File: src/rtl/calibration_sequencer.sv
// Steps an LED-ID calibration run MSB first, one capture step per ID bit, and arbitrates the
// shared accumulator with the readout client. Define CALIBRATION_SEQUENCER_TIMEOUT_EN for the per-step watchdog.
module calibration_sequencer #(
    parameter int LED_ADDRESS_WIDTH = 10,
    parameter int STEP_TIMEOUT      = 50000000
) (
    input  logic                                 clk_pixel,
    input  logic                                 rst,
    input  logic                                 start_in,
    input  logic                                 abort_in,
    input  logic [2:0]                           step_state_in,
    output logic                                 step_trigger_out,
    output logic                                 should_overwrite_out,
    output logic [$clog2(LED_ADDRESS_WIDTH)-1:0] pattern_bit_out,
    input  logic                                 readout_req_in,
    output logic                                 read_request_out,
    output logic                                 readout_grant_out,
    output logic                                 busy_out,
    output logic                                 done_out,
    output logic                                 error_out
);

    localparam int BW = $clog2(LED_ADDRESS_WIDTH);
    localparam logic [BW-1:0] TOP_BIT = BW'(LED_ADDRESS_WIDTH - 1);

    typedef enum logic [2:0] {
        S_IDLE,
        S_ISSUE,
        S_WAIT_BUSY,
        S_WAIT_DONE,
        S_NEXT,
        S_DONE,
        S_ERROR
    } state_t;

    state_t          state_q, state_d;
    logic [BW-1:0]   bit_idx_q, bit_idx_d;
    logic            start_q, start_d;
    logic            start_armed_q, start_armed_d;
    logic            start_rise;
    logic            timed_out;

    // A start held high across reset must fall once before it can launch a run.
    assign start_rise = start_in && !start_q && start_armed_q;

`ifdef CALIBRATION_SEQUENCER_TIMEOUT_EN
    localparam int CW = $clog2(STEP_TIMEOUT + 1);
    localparam logic [CW-1:0] TIMER_MAX  = CW'(STEP_TIMEOUT);
    localparam logic [CW-1:0] TIMER_LAST = CW'(STEP_TIMEOUT - 1);

    logic [CW-1:0] timer_q, timer_d, timer_inc;

    // Saturating so a long WAIT_BUSY cannot wrap past the limit.
    assign timer_inc = (timer_q == TIMER_MAX) ? timer_q : timer_q + 1'b1;
    assign timed_out = (timer_inc >= TIMER_LAST);

    always_comb begin
        timer_d = timer_q;
        case (state_q)
            S_ISSUE:                  timer_d = '0;
            S_WAIT_BUSY, S_WAIT_DONE: timer_d = timer_inc;
            default:                  timer_d = timer_q;
        endcase
    end

    always_ff @(posedge clk_pixel) begin
        if (rst) begin
            timer_q <= '0;
        end else begin
            timer_q <= timer_d;
        end
    end

    assign error_out = (state_q == S_ERROR);
`else
    assign timed_out = 1'b0;
    assign error_out = 1'b0;
`endif

    always_comb begin
        state_d       = state_q;
        bit_idx_d     = bit_idx_q;
        start_d       = start_in;
        start_armed_d = start_armed_q || !start_in;
        case (state_q)
            S_IDLE, S_DONE, S_ERROR: begin
                if (start_rise) begin
                    bit_idx_d = TOP_BIT;
                    state_d   = S_ISSUE;
                end
            end
            S_ISSUE:     state_d = S_WAIT_BUSY;
            S_WAIT_BUSY: if (step_state_in != 3'd0) state_d = S_WAIT_DONE;
            S_WAIT_DONE: begin
                if (step_state_in == 3'd0) begin
                    state_d = S_NEXT;
                end else if (timed_out) begin
                    state_d = S_ERROR;
                end
            end
            S_NEXT: begin
                if (bit_idx_q == '0) begin
                    state_d = S_DONE;
                end else begin
                    bit_idx_d = bit_idx_q - 1'b1;
                    state_d   = S_ISSUE;
                end
            end
            default:     state_d = S_IDLE;
        endcase
        if (abort_in) begin
            state_d   = S_IDLE;
            bit_idx_d = bit_idx_q;
        end
    end

    always_ff @(posedge clk_pixel) begin
        if (rst) begin
            state_q       <= S_IDLE;
            bit_idx_q     <= '0;
            start_q       <= 1'b0;
            start_armed_q <= 1'b0;
        end else begin
            state_q       <= state_d;
            bit_idx_q     <= bit_idx_d;
            start_q       <= start_d;
            start_armed_q <= start_armed_d;
        end
    end

    assign busy_out = (state_q == S_ISSUE) || (state_q == S_WAIT_BUSY) ||
                      (state_q == S_WAIT_DONE) || (state_q == S_NEXT);
    assign done_out = (state_q == S_DONE);

    // Gated so an abort or reset landing on ISSUE cannot leak a pulse.
    assign step_trigger_out     = (state_q == S_ISSUE) && !abort_in && !rst;
    assign should_overwrite_out = busy_out && (bit_idx_q == TOP_BIT);
    assign pattern_bit_out      = bit_idx_q;
    assign readout_grant_out    = !busy_out;
    assign read_request_out     = readout_req_in && readout_grant_out;

endmodule

File: config.mk
export PLATFORM = sky130hd
export DESIGN_NAME = calibration_sequencer
export DESIGN_NICKNAME = d
export VERILOG_FILES = /design/src/rtl/calibration_sequencer.sv
export SDC_FILE = /design/constraint.sdc
export NUM_CORES = 1
export LEC_CHECK = 0
export BUFFER_PORTS_ARGS = -buffer_cell sky130_fd_sc_hd__buf_2
export CAP_MARGIN = 20
export CORE_MARGIN = 1
export CORE_UTILIZATION = 35
export CTS_BUF_LIST = sky130_fd_sc_hd__clkbuf_8 sky130_fd_sc_hd__clkbuf_16
export CTS_CLUSTER_DIAMETER = 200
export CTS_CLUSTER_SIZE = 30
export DETAILED_ROUTE_END_ITERATION = 10
export MAX_ROUTING_LAYER = met4
export PLACE_DENSITY = 0.7
export REMOVE_ABC_BUFFERS = 1
export SETUP_SLACK_MARGIN = 0.15
export SYNTH_ARGS = -nofsm -noshare
export SYNTH_HDL_FRONTEND = slang
export SYNTH_SLANG_ARGS = --single-unit
File: constraint.sdc
create_clock -name clk_pixel -period 2.55 [get_ports clk_pixel]
set_clock_uncertainty 0.2 [all_clocks]
set_input_delay 0.51 -clock clk_pixel [delete_from_list [all_inputs] [get_ports clk_pixel]]
set_output_delay 0.51 -clock clk_pixel [all_outputs]
set_load 0.02 [all_outputs]
==> key figures <==
Placed design
  • Post-DP HPWL: roughly 840 um
  • Port bufs: 17
  • GPL Wtd Cong: ~0.72
  • Place WS: 613 ps

Global routing
  • Total GRT Usage: between 10 and 15%
  • Gr ovfl total: 0
  • Vias in the first global route: 466
  • Global-route wire length before repair: 1.93 mm
  • Met2 usage: a little over a fifth
  • Global-route met3 utilization: approximately 6.4%
  • GR met1 Demand/Resource: between 10% and 20%
  • GRT busiest layer: met2
  • Initial antenna violation count: 0
  • Largest net degree at the start of global routing: 13

Setup path
  • CP cell instances: nor2_1 -> xor2_1 -> and2_1 -> buf_2
  • Critical path arrival: roughly 1500 ps
  • FF-to-FF Start: state_q[2]
  • Setup slack, reg-to-reg: approximately 580 ps
  • Max stage delay on crit path: 530 ps
  • Largest delay share family, worst path: flip-flops
  • Setup crit end kind: output port
  • Critical path class: reg -> out
  • Crit-path max FO: 12
  • Worst setup SP type: flop
  • WP buf/inv: 1
  • Reg2reg path depth: 4
  • Critical Path RT: approximately 1800 ps
  • Worst R2R End: pattern_bit_out[1]
  • CP max stage cell: dfxtp_1

Synthesis
  • Post-synthesis sequential area ratio: 30.6%
  • Netlist Area Pre-Place: between 500 and 600 um^2
  • YS warnings: 0
  • Share of the synthesized area in the top cell type: slightly above 30%
  • Register bit total from synthesis: 9
  • Post-synthesis simple-gate area fraction: just under 30%
  • Cells after Synth: 69
  • Compound-Gate Fraction of Synth Area: about 22%
  • Top cells by area, synth: dfxtp_1 31%, ha_1 6.4%, nor3_1 5.1%
  • Synth area leader: dfxtp_1
  • Number of synthesized flops with an enable pin: 0
  • Syn_area_per_cell: about 8.5 um^2
  • Count leader, synth: dfxtp_1
  • Mux cell area share after synthesis: 0%
  • Post-synth ARST share: 0%
  • Most used flip-flop cell after synthesis: dfxtp_1
  • Largest family of logic cells by synthesized area: simple AND/OR/NAND/NOR gates
  • Unique masters post-synth: 36
  • Post-Synth XOR/XNOR Area: 2.97%
  • Top post-synthesis cells by count: 9 x dfxtp_1, 6 x nor3_1, 4 x inv_1, 4 x nand2_1, 4 x nor2_1
  • Adder-cell share of the synthesized area: under 10%

Clocking
  • TritonCTS buffer count: 3
  • Root buf cell: clkbuf_8
  • Setup bufs post-CTS: 0
  • Post-CTS sizing: 0
  • Clock latency on the worst-skew pair: 230 ps
  • Hold-fix buffers, CTS: 0
  • Clock sinks: 9
  • Clock Tree Buf Depth: 2
  • CTS tree: built
  • CTS clock-pin slew for the worst setup and hold paths: approximately 50 ps
  • H-tree depth: 1

Pwr
  • P_leak: 0.322 nW
  • Cell area power density: about 500 nW/um^2
  • Peak supply drop: 0.442 mV

Final layout
  • Final net count: 97
  • Synthesis-to-finish area growth: 20.4%
  • Fraction of layout cells with a size suffix above 1: approximately a third
  • Layout Utilization: a little under half
  • # diodes: 0

Job
  • Max-Cap Viols: 0

Die
  • Row count: 14
  • Die Span Y: 43.0 um
  • Die area: between 1500 and 2000 um^2
  • Initial Util: approximately two fifths
  • Core area: about 1500 um^2
  • Die X: 43.0 um
  • Io pins: 19

STA
  • Post-route clock period utilization: about 85%
  • Setup TNS: 0 ps
  • Final setup fails: 0
  • Min cycle time layout: roughly 2200 ps
  • Final hold vios: 0
  • Worst Hold Slack: ~240 ps
  • RSZ-0062 raised after global routing: false
  • Count of final max-slew check failures: 0
  • Final worst setup slack: between 300 and 400 ps
  • F_max: 460 MHz

Min path
  • Hold Path Class: reg -> reg
  • Worst hold endpoint: start_armed_q
  • Hold_sp: start_armed_q
  • Hold path cells: 2

Routing
  • First-pass DRT Iterations: 2
  • Post-DR wirelength/cell: approximately 11 um
  • Routed Antenna Nets: 0
  • DRC errors left: 0
  • DR iter-0 viols: 9
  • Routed WL: 1.12 mm
  • Via density: around 5.4
  • Vias: approximately 540

Run status
  • Status: finished clean
[worst min-delay path, cell delays in order (launching register included)]
cell and delay (ps):
dfxtp_1 300, inv_1 50, a21oi_1 50
[metrics by stage]
step / cells / instance area (um^2) / total power [mW]
2_1_floorplan: 64 / 558 / 0.183
3_3_place_gp: 97 / 663 / 0.201
3_5_place_dp: 97 / 663 / 0.202
4_1_cts: 101 / 709 / 0.368
5_1_grt: 101 / 709 / 0.384
6_report: 101 / 709 / 0.361
[area by class of cell]
type | instances | area, um^2
fill | 168 | 832
timing repair buffer | 17 | 85.1
clock buffer | 3 | 41.3
clock inverter | 1 | 5.00
tap | 16 | 20.0
inverter | 4 | 15.0
multi-input combinational | 51 | 363
sequential | 9 | 180
[metal layers]
layer / up-vias / part of all wire, %
li1: 278 / -
met1: 251 / 49
met2: 10 / 46
met3: 2 / 4.0
met4: 0 / 1.3
met5: - / 0
[state kept, by name, summed over array words and instances (netlist names)]
| register | count |
|---|---|
| start_armed_q | 1 |
| pattern_bit_out | 4 |
| start_q | 1 |
| state_q | 3 |
[power breakdown]
group / internal, mW / switching (mW)
Combinational: 0.0196 / 0.0284
Sequential: 0.146 / 0.00509
Clock: 0.106 / 0.0559
[cells in the final DEF, fill, tap and decap left out, types with 2 or more instances in the layout]
cell / Yosys / routed
nor4_1: 2 / 2
and3b_1: 2 / 2
o21a_1: 2 / 2
a21oi_1: 3 / 3
ha_1: 3 / 3
buf_2: 1 / 17
clkbuf_8: 0 / 3
dfxtp_1: 9 / 9
nand2_1: 4 / 4
nor3b_1: 2 / 2
or3_1: 2 / 2
nor2_1: 4 / 4
inv_1: 4 / 4
nor3_1: 6 / 6
[worst max-delay path by stage]
stage,start,end,slack [ps],cells past startpoint
floorplan,state_q[0],should_overwrite_out,480,3
global placement,state_q[0],read_request_out,650,4
detailed placement,state_q[2],pattern_bit_out[1],610,4
CTS,state_q[1],read_request_out,360,4
global route,state_q[0],read_request_out,260,4
finish,state_q[1],read_request_out,380,4
[logic make-up after synthesis]
logic type / after synthesis
AND/OR/NAND/NOR: 29
adder cells (fa/ha/maj): 3
other: 1
AO/OA/AOI/OAI: 16
flip-flops: 9
buffers and inverters: 9
XOR/XNOR: 2
Note: power is estimated with default switching activity, not from simulation.
